### src/rtl/lcd_ddram_reader_pkg.sv
// Shared constants and FSM state type for the HD44780 DDRAM read-back path.
// The 9-bit slot packing matches the text writer, so a written frame reads back bit-identical.
package lcd_ddram_reader_pkg;

  localparam logic [7:0] SET_DDRAM  = 8'h80;
  localparam logic [7:0] LINE0_BASE = 8'h00;
  localparam logic [7:0] LINE1_BASE = 8'h40;

  localparam int SLOT_W   = 9;
  localparam int SLOT_N   = 80;
  localparam int LINE_LEN = 40;
  localparam int FRAME_W  = SLOT_W * SLOT_N;

  typedef enum logic [2:0] {
    ST_IDLE,
    ST_SET_ADDR,
    ST_POLL_BF,
    ST_READ_CHAR,
    ST_NEXT,
    ST_FINISH
  } rd_state_e;

endpackage

### src/rtl/lcd_bus_cycle.sv
// One HD44780 bus cycle: T_SU setup, T_EN enable-high, T_HOLD hold, then a one-cycle done pulse.
// Handshake: start is honoured only when no cycle is active; done pulses once per cycle, rdata is valid while done is high.
module lcd_bus_cycle #(
  parameter int T_SU   = 2,
  parameter int T_EN   = 16,
  parameter int T_HOLD = 2
) (
  input  logic       clk,
  input  logic       rst,
  input  logic       start,
  input  logic       rs,
  input  logic       rw,
  input  logic [7:0] wdata,
  output logic       done,
  output logic [7:0] rdata,
  input  logic [7:0] lcd_data_in,
  output logic       lcd_en,
  output logic       lcd_rs,
  output logic       lcd_rw,
  output logic [7:0] lcd_data_out,
  output logic       lcd_data_oe
);

  localparam int TOTAL = T_SU + T_EN + T_HOLD;
  localparam int CW    = $clog2(TOTAL + 1);
  localparam logic [CW-1:0] EN_FIRST = CW'(T_SU);
  localparam logic [CW-1:0] EN_LAST  = CW'(T_SU + T_EN - 1);
  localparam logic [CW-1:0] LAST     = CW'(TOTAL - 1);

  logic          active;
  logic [CW-1:0] cnt;

  // RS/RW/data are latched at start so they stay stable for the whole cycle.
  always_ff @(posedge clk) begin
    if (rst) begin
      active       <= 1'b0;
      cnt          <= '0;
      done         <= 1'b0;
      rdata        <= '0;
      lcd_rs       <= 1'b0;
      lcd_rw       <= 1'b0;
      lcd_data_out <= '0;
    end else begin
      done <= 1'b0;
      if (!active) begin
        if (start) begin
          active       <= 1'b1;
          cnt          <= '0;
          lcd_rs       <= rs;
          lcd_rw       <= rw;
          lcd_data_out <= rw ? 8'h00 : wdata;
        end
      end else begin
        if (cnt == EN_LAST) rdata <= lcd_data_in;
        if (cnt == LAST) begin
          active <= 1'b0;
          done   <= 1'b1;
        end else begin
          cnt <= cnt + 1'b1;
        end
      end
    end
  end

  assign lcd_en      = active && (cnt >= EN_FIRST) && (cnt <= EN_LAST);
  assign lcd_data_oe = active && !lcd_rw;

endmodule

### src/rtl/lcd_ddram_reader.sv
// Reads the full 80-character DDRAM image of an HD44780 into a 720-bit frame,
// polling the busy flag before every character and aborting on a poll timeout.
module lcd_ddram_reader
  import lcd_ddram_reader_pkg::*;
#(
  parameter int T_SU       = 2,
  parameter int T_EN       = 16,
  parameter int T_HOLD     = 2,
  parameter int BF_TIMEOUT = 65535
) (
  input  logic               iCLK,
  input  logic               iRST,
  input  logic               iSTART,
  output logic               oBUSY,
  output logic               oDONE,
  output logic               oERR,
  output logic [FRAME_W-1:0] oFRAME,
  input  logic [7:0]         LCD_DATA_IN,
  output logic [7:0]         LCD_DATA_OUT,
  output logic               LCD_DATA_OE,
  output logic               LCD_RW,
  output logic               LCD_RS,
  output logic               LCD_EN,
  output rd_state_e          dbg_state
);

  localparam logic [16:0] POLL_LIMIT = 17'(BF_TIMEOUT);

  rd_state_e   state, state_next;
  logic [6:0]  k;
  logic [6:0]  k_inc;
  logic [7:0]  addr;
  logic [16:0] poll_cnt;
  logic        poll_last;
  logic        bus_pend;
  logic        bus_req;
  logic        bus_start;
  logic        bus_rs;
  logic        bus_rw;
  logic [7:0]  bus_wdata;
  logic        bus_done;
  logic [7:0]  bus_rdata;

  assign k_inc     = k + 7'd1;
  assign poll_last = (poll_cnt + 17'd1) >= POLL_LIMIT;

  lcd_bus_cycle #(
    .T_SU  (T_SU),
    .T_EN  (T_EN),
    .T_HOLD(T_HOLD)
  ) u_bus (
    .clk         (iCLK),
    .rst         (iRST),
    .start       (bus_start),
    .rs          (bus_rs),
    .rw          (bus_rw),
    .wdata       (bus_wdata),
    .done        (bus_done),
    .rdata       (bus_rdata),
    .lcd_data_in (LCD_DATA_IN),
    .lcd_en      (LCD_EN),
    .lcd_rs      (LCD_RS),
    .lcd_rw      (LCD_RW),
    .lcd_data_out(LCD_DATA_OUT),
    .lcd_data_oe (LCD_DATA_OE)
  );

  always_ff @(posedge iCLK) begin
    if (iRST) state <= ST_IDLE;
    else      state <= state_next;
  end

  always_comb begin
    state_next = state;
    unique case (state)
      ST_IDLE:      if (iSTART) state_next = ST_SET_ADDR;
      ST_SET_ADDR:  if (bus_done) state_next = ST_POLL_BF;
      ST_POLL_BF: begin
        if (bus_done) begin
          if (!bus_rdata[7])  state_next = ST_READ_CHAR;
          else if (poll_last) state_next = ST_FINISH;
        end
      end
      ST_READ_CHAR: if (bus_done) state_next = ST_NEXT;
      ST_NEXT: begin
        if (k_inc == 7'(LINE_LEN))    state_next = ST_SET_ADDR;
        else if (k_inc == 7'(SLOT_N)) state_next = ST_FINISH;
        else                          state_next = ST_POLL_BF;
      end
      ST_FINISH:    state_next = ST_IDLE;
      default:      state_next = ST_IDLE;
    endcase
  end

  // Each bus-using state launches exactly one bus cycle per visit; a repeated
  // POLL_BF visit relaunches because bus_pend drops with done.
  always_comb begin
    bus_req   = 1'b0;
    bus_rs    = 1'b0;
    bus_rw    = 1'b0;
    bus_wdata = 8'h00;
    case (state)
      ST_SET_ADDR: begin
        bus_req   = 1'b1;
        bus_wdata = SET_DDRAM | addr;
      end
      ST_POLL_BF: begin
        bus_req = 1'b1;
        bus_rw  = 1'b1;
      end
      ST_READ_CHAR: begin
        bus_req = 1'b1;
        bus_rs  = 1'b1;
        bus_rw  = 1'b1;
      end
      default: ;
    endcase
    bus_start = bus_req && !bus_pend;
    oBUSY     = (state != ST_IDLE) && (state != ST_FINISH);
    oDONE     = (state == ST_FINISH);
    dbg_state = state;
  end

  always_ff @(posedge iCLK) begin
    if (iRST) begin
      k        <= '0;
      addr     <= LINE0_BASE;
      poll_cnt <= '0;
      bus_pend <= 1'b0;
      oERR     <= 1'b0;
      oFRAME   <= '0;
    end else begin
      if (bus_start)     bus_pend <= 1'b1;
      else if (bus_done) bus_pend <= 1'b0;
      case (state)
        ST_IDLE: begin
          if (iSTART) begin
            oERR <= 1'b0;
            k    <= '0;
            addr <= LINE0_BASE;
          end
        end
        ST_POLL_BF: begin
          if (bus_done) begin
            poll_cnt <= poll_cnt + 17'd1;
            if (bus_rdata[7] && poll_last) oERR <= 1'b1;
          end
        end
        ST_READ_CHAR: begin
          if (bus_done) oFRAME[k*SLOT_W +: SLOT_W] <= {1'b1, bus_rdata};
        end
        ST_NEXT: begin
          k <= k_inc;
          if (k_inc == 7'(LINE_LEN)) addr <= LINE1_BASE;
        end
        default: ;
      endcase
      if (state_next == ST_POLL_BF && state != ST_POLL_BF) poll_cnt <= '0;
    end
  end

endmodule
### config.mk
export PLATFORM = sky130hd
export DESIGN_NAME = lcd_ddram_reader
export DESIGN_NICKNAME = d
export VERILOG_FILES = /design/src/rtl/lcd_ddram_reader_pkg.sv /design/src/rtl/lcd_bus_cycle.sv /design/src/rtl/lcd_ddram_reader.sv
export SDC_FILE = /design/constraint.sdc
export NUM_CORES = 2
export LEC_CHECK = 0
export BUFFER_PORTS_ARGS = -buffer_cell sky130_fd_sc_hd__buf_2
export CAP_MARGIN = 40
export CORE_AREA = 4 4 290 292
export DETAILED_ROUTE_END_ITERATION = 10
export DIE_AREA = 0 0 294 296
export GPL_TIMING_DRIVEN = 1
export PLACE_DENSITY = 0.67
export SETUP_SLACK_MARGIN = 0.1
export SLEW_MARGIN = 20
export SYNTH_ARGS = -nofsm -noshare
export SYNTH_HDL_FRONTEND = slang
export SYNTH_SLANG_ARGS = --single-unit
### constraint.sdc
create_clock -name iCLK -period 3.65 [get_ports iCLK]
set_clock_uncertainty 0.1 [all_clocks]
set_input_delay 0.73 -clock iCLK [delete_from_list [all_inputs] [get_ports iCLK]]
set_output_delay 0.73 -clock iCLK [all_outputs]
set_load 0.01 [all_outputs]
== After elaboration in Yosys (flattened, before gate mapping) ==
Cells that the tools add are included.

* Flip-flop bits (word level): 781
* Bits in latches: 0
* RAM bits: 0
* Memory bits (read-only): 0
* Output and inout bits: 738
* Logic and storage cells: 102
* Memories kept: 0

* $add $sub $neg: 4
* Multiply operators: 1
* Divide/modulo/power cells: 0
* Order comparisons: 3
* Equal/unequal tests: 17
* Shift operators: 2
* Muxes and demuxes: 33
* Bitwise operators: 1
* Reduce and logical (&&, ||, !) cells: 27

{| class="wikitable"
|+ Operators by type and width
! kind !! count
|-
| 720-bit bitwise mux || 1
|-
| 9-bit by 34-bit variable shift with 720-bit output, first input constant || 1
|-
| 9-bit by 34-bit indexed part select with 720-bit output || 1
|-
| 11-bit negation with 34-bit output || 1
|-
| 7-bit one-hot mux with 2 select lines || 2
|-
| 3-bit two-way mux || 8
|-
| 7-bit two-way mux || 3
|-
| 17-bit by 1-bit adder with 17-bit output, second input constant || 1
|-
| 17-bit by 16-bit >= comparator with 1-bit output, second input constant || 1
|-
| 8-bit two-way mux || 2
|-
| 5-bit two-way mux || 3
|-
| 3-bit one-hot mux with 5 select lines || 1
|-
| 1-bit two-way mux || 12
|-
| 2-bit AND reduction || 6
|-
| 7-bit by 4-bit multiplier with 11-bit output, second input constant || 1
|-
| 5-bit == test, second input constant || 2
|-
| 3-bit by 2-bit == test with 1-bit output, second input constant || 3
|-
| 2-bit != test, second input constant || 4
|-
| 2-bit nonzero test || 4
|-
| 7-bit by 1-bit adder with 7-bit output, second input constant || 1
|-
| 7-bit by 6-bit == test with 1-bit output, second input constant || 1
|-
| 7-bit == test, second input constant || 1
|-
| 1-bit logical AND || 7
|-
| 3-bit == test, second input constant || 2
|-
| other kinds (16) || 19
|}

== Longest topological paths before layout ==
* Depth in word-level cells: 9
* Depth in mapped cells: 12
* Gate-level depth less buffers: 8

== Cells and area by module ==
A second synthesis with hierarchy kept.

* Cell total of the unflattened synthesis: 3,142
* Area, all modules: 30,026.3 sq um

{| class="wikitable"
|+ Modules (own cells, without submodules)
! module !! instances !! cells an instance !! area an instance (sq um)
|-
| lcd_ddram_reader || 1 || 3,010 || 28,882.7
|-
| lcd_bus_cycle || 1 || 132 || 1,143.6
|}

== Least setup slack after synthesis ==
No wires, ideal clock.

* Path kind: register to register
* From: register k[0]
* To: register oFRAME[19]
* Arrival time: 2.719 ns
* Slack: 0.704 ns
* Cell stages (with the launch flop): 12
* Buffers on the path: 3
* Period minus slack after synthesis: 2.946 ns
* Cell sequence: dfxtp_1 buf_6 inv_1 ha_1 buf_2 nand2b_1 a221oi_2 o21bai_2 buf_2 a2111oi_4 mux2i_1 nor2_1

* Word-level cells in the longest chain between the ends: 4
* Elaborated cells on any way between the ends: 5
* Classes of those cells: add/sub (1); mul (1); shift (2); mux (1)

{| class="wikitable"
|+ Ends and longest elaborated chain
! what !! RTL line !! RTL
|-
| start: declaration || lcd_ddram_reader.sv:30 || <nowiki>logic [6:0] k;</nowiki>
|-
| start signal: assignment || lcd_ddram_reader.sv:153 || <nowiki>k <= k_inc;</nowiki>
|-
| 7-bit by 4-bit multiplier with 11-bit output * || lcd_ddram_reader.sv:150 || <nowiki>if (bus_done) oFRAME[k*SLOT_W +: SLOT_W] <= {1'b1, bus_rdata};</nowiki>
|-
| 11-bit negation with 34-bit output * || lcd_ddram_reader.sv:150 ||
|-
| 9-bit by 34-bit indexed part select with 720-bit output or 9-bit by 34-bit variable shift with 720-bit output (tied branches) || lcd_ddram_reader.sv:150 ||
|-
| 720-bit bitwise mux * || lcd_ddram_reader.sv:150 ||
|-
| end signal: indexed assignment || lcd_ddram_reader.sv:150 ||
|-
| end: declaration || lcd_ddram_reader.sv:17 || <nowiki>output logic [FRAME_W-1:0] oFRAME,</nowiki>
|}

Mark *: on every way between the ends. The rest lies on a longest branch, timed or not.
A chain may end at the register's enable or synchronous reset.

== Worst setup path after layout ==
* From: register k[1]
* To: register oFRAME[614]

The elaborated chain is that of the path after synthesis.

==> metrics.txt <==
clock root cell=clkbuf_16; peak supply drop=about 0.00032 V; design area=0.0376 mm²; die span in x=between 200 and 300 µm; filler cell count=between 7000 and 8000; Power per Cell Area=about 470 mW/mm²; CP max-delay cell=or4_1; Arr. time, crit path=about 3800 ps; Placer Congestion=just under 0.9; clock slew at reported path FFs=roughly 60 ps; metal1 wirelength=roughly 43000 µm; Hold Slack=229 ps; Leak=16.5 nW; Hold Path Class=in -> reg; vias in the first global route=between 20000 and 25000; DR iter-0 viols=~1400; Tot GR Track Use=between 20% and 30%; CP Launch Type=flop; synth top area cells=dfxtp_1 (53%), mux2i_1 (18%), nor2_1 (8.2%); Mapped Area=around 0.029 mm²; DP Area=0.0346 mm²; endpoints failing setup=0; Crit path largest cell delay=680 ps; Hold Vio Cnt, Final=0; dominant cell by count in the synthesized netlist=dfxtp_1; row cnt=about 110; Req. time, crit path=between 4000 and 5000 ps; # H-tree levels=3; Synth Flop Type=dfxtp_1; max cap viols=0; buffer and inverter count on the worst path=3; Synth cell types=between 70 and 80; Yosys reg bits=769; average wire per standard cell=around 21 µm; asr flop ratio synth=0%; P&R area growth vs syn=28.7%; GRT Residual Overflow=0; share of the synthesized area in the top cell type=about 53%; Final ANT Viol Nets=0; Tcrit/Tclk final=slightly above 90%; Max Slew Vio Count=0; detailed-route via count=~25000; Gate Count Post-Synth=3087; routed length on met3=slightly below 8000 µm; n_diodes=0; Yosys warnings=0; Core Area=0.0816 mm²; status=complete, no violations; Chip Height=slightly below 300 µm; Post-layout nets=3806; setup TNS=0 ps; critical path's top delay family=simple AND/OR/NAND/NOR gates; CTS tree=built; Initial Utilization=a little over a third; CTS sink count=around 770; die area=between 0.08 and 0.09 mm²; Mapped Avg Cell Area=9.46 µm²; final worst slack=273 ps; first-pass GRT wire length=approximately 150000 µm; DPL Wire Length=between 70000 and 80000 µm; CP max FO=9; initial antenna violation count=3; clk buf depth=3; unrepaired setup endpoints after global routing=no; Post-synth EDFFs=0; f_max=296 MHz; Slew @ Worst Pin=a little over 900 ps; Port-buffer cells=~740; critical path type=reg -> reg; layout cell share with drive strength beyond 1=29.0%; largest net degree at the start of global routing=just under 200; CTS Buf Count=approximately 80; worst path cell trace=inv_1, ha_2, nand2b_1, or4_1, a2111oi_1, buf_4, o211ai_1, buf_4, mux2i_1, nor2_1; drt via density=about 5.0; post-place setup slack=approximately 100 ps; fin crit period=3380 ps; Post-synth top cells=dfxtp_1 (769), nor2_1 (637), mux2i_1 (537); crit-path most repeated cell=buf_4; Rel. slew slack=roughly 39%; routed wire length=~110000 µm; Synth area leader=dfxtp_1; Max Used Layer=met5; CP Capture Type=flop; # IOs=749; register area share after synthesis=52.7%; Worst-Skew Late Latency=around 630 ps; DRT Pass-1 Iters=5; DRC viols=0; met2 wire len=51300 µm
## final timing paths
check	slack [ps]	from	cells after the start	endpoint
worst min register to register	350	oFRAME[170]	2	oFRAME[170]
worst max register to register	270	k[1]	10	oFRAME[614]
worst max-delay path	270	k[1]	10	oFRAME[614]
worst min-delay path	230	LCD_DATA_IN[0]	3	u_bus.rdata[0]
## stage by stage
stage,util [%],power [W],std cells
global placement,42.3,0.00890,4764
finish,46.1,0.0176,4921
detailed placement,42.4,0.00890,4770
floorplan,-,0.00881,3092
global route,46.1,0.0182,4921
CTS,46.0,0.0178,4919
## cell families after synthesis
family	synth area share [%]
simple gates	17.6
buf+inv	4.49
fa+ha+maj	0.385
compound gates	5.62
flops	52.7
other cells	0.0128
mux	18.4
xor+xnor	0.780
## layer usage
metal,up-vias,GRT usage (%)
met3,193,5.59
li1,11700,-
met2,877,40.1
met5,-,0
met4,2,7.98
met1,11800,27.9
## flip-flops by register name (all words and copies together) (netlist names)
name,flops
u_bus.rdata,8
u_bus.lcd_rw,1
dbg_state,3
oFRAME,720
k,7
u_bus.lcd_rs,1
u_bus.active,1
u_bus.cnt,5
u_bus.done,1
oERR,1
poll_cnt,17
bus_pend,1
addr,1
u_bus.lcd_data_out,2
## worst min-delay path: stages
cell	delay, ps
buf_2	70
mux2i_1	50
nor2_1	70
## placed cells by master, fill, tap and decap left out, types with 5 or more instances in the layout
cell type	count
and3_1	13
mux2i_1	537
dfxtp_4	8
nor2b_1	11
nor3_1	14
nand2_1	246
buf_4	130
clkbuf_16	83
xor2_1	17
clkbuf_8	16
a211oi_2	12
inv_1	29
a2111oi_4	6
ha_1	8
nand2b_1	18
nor4_2	12
a31oi_1	6
clkbuf_1	16
dfxtp_1	761
o21ai_0	91
buf_2	741
conb_1	6
buf_12	7
clkinv_2	8
clkinvlp_4	6
nand3_1	143
bufinv_16	10
nor3_2	31
and2_1	30
a21oi_1	66
o211ai_1	8
xnor2_1	8
nand4_1	10
nor2_1	636
nand3_2	5
## report_power, final
group / switching (W) / leakage (nW) / internal [W]
logic: 0.000227 / 8.86 / 0.0000680
registers: 0.0000206 / 6.20 / 0.00840
clock network: 0.00360 / 1.40 / 0.00528
## final cells by class
cell class | count | area, µm² | share of cell area [%]
clock buffers | 115 | 2360 | 6.27
clock inverters | 34 | 538 | 1.43
inverters | 30 | 115 | 0.306
multi-input cells | 2020 | 12900 | 34.3
flip-flops and latches | 769 | 15400 | 41.0
well taps | 1070 | 1340 | 3.56
repair buffers | 883 | 4920 | 13.1
## what timing repair did
action,4_1_cts,5_1_grt
buffers inserted,0,1
gates resized for setup,0,10
pin swaps,0,1
hold buffers,0,0
endpoints found under the setup margin,7,170
Power figures use the tool's default switching activity.
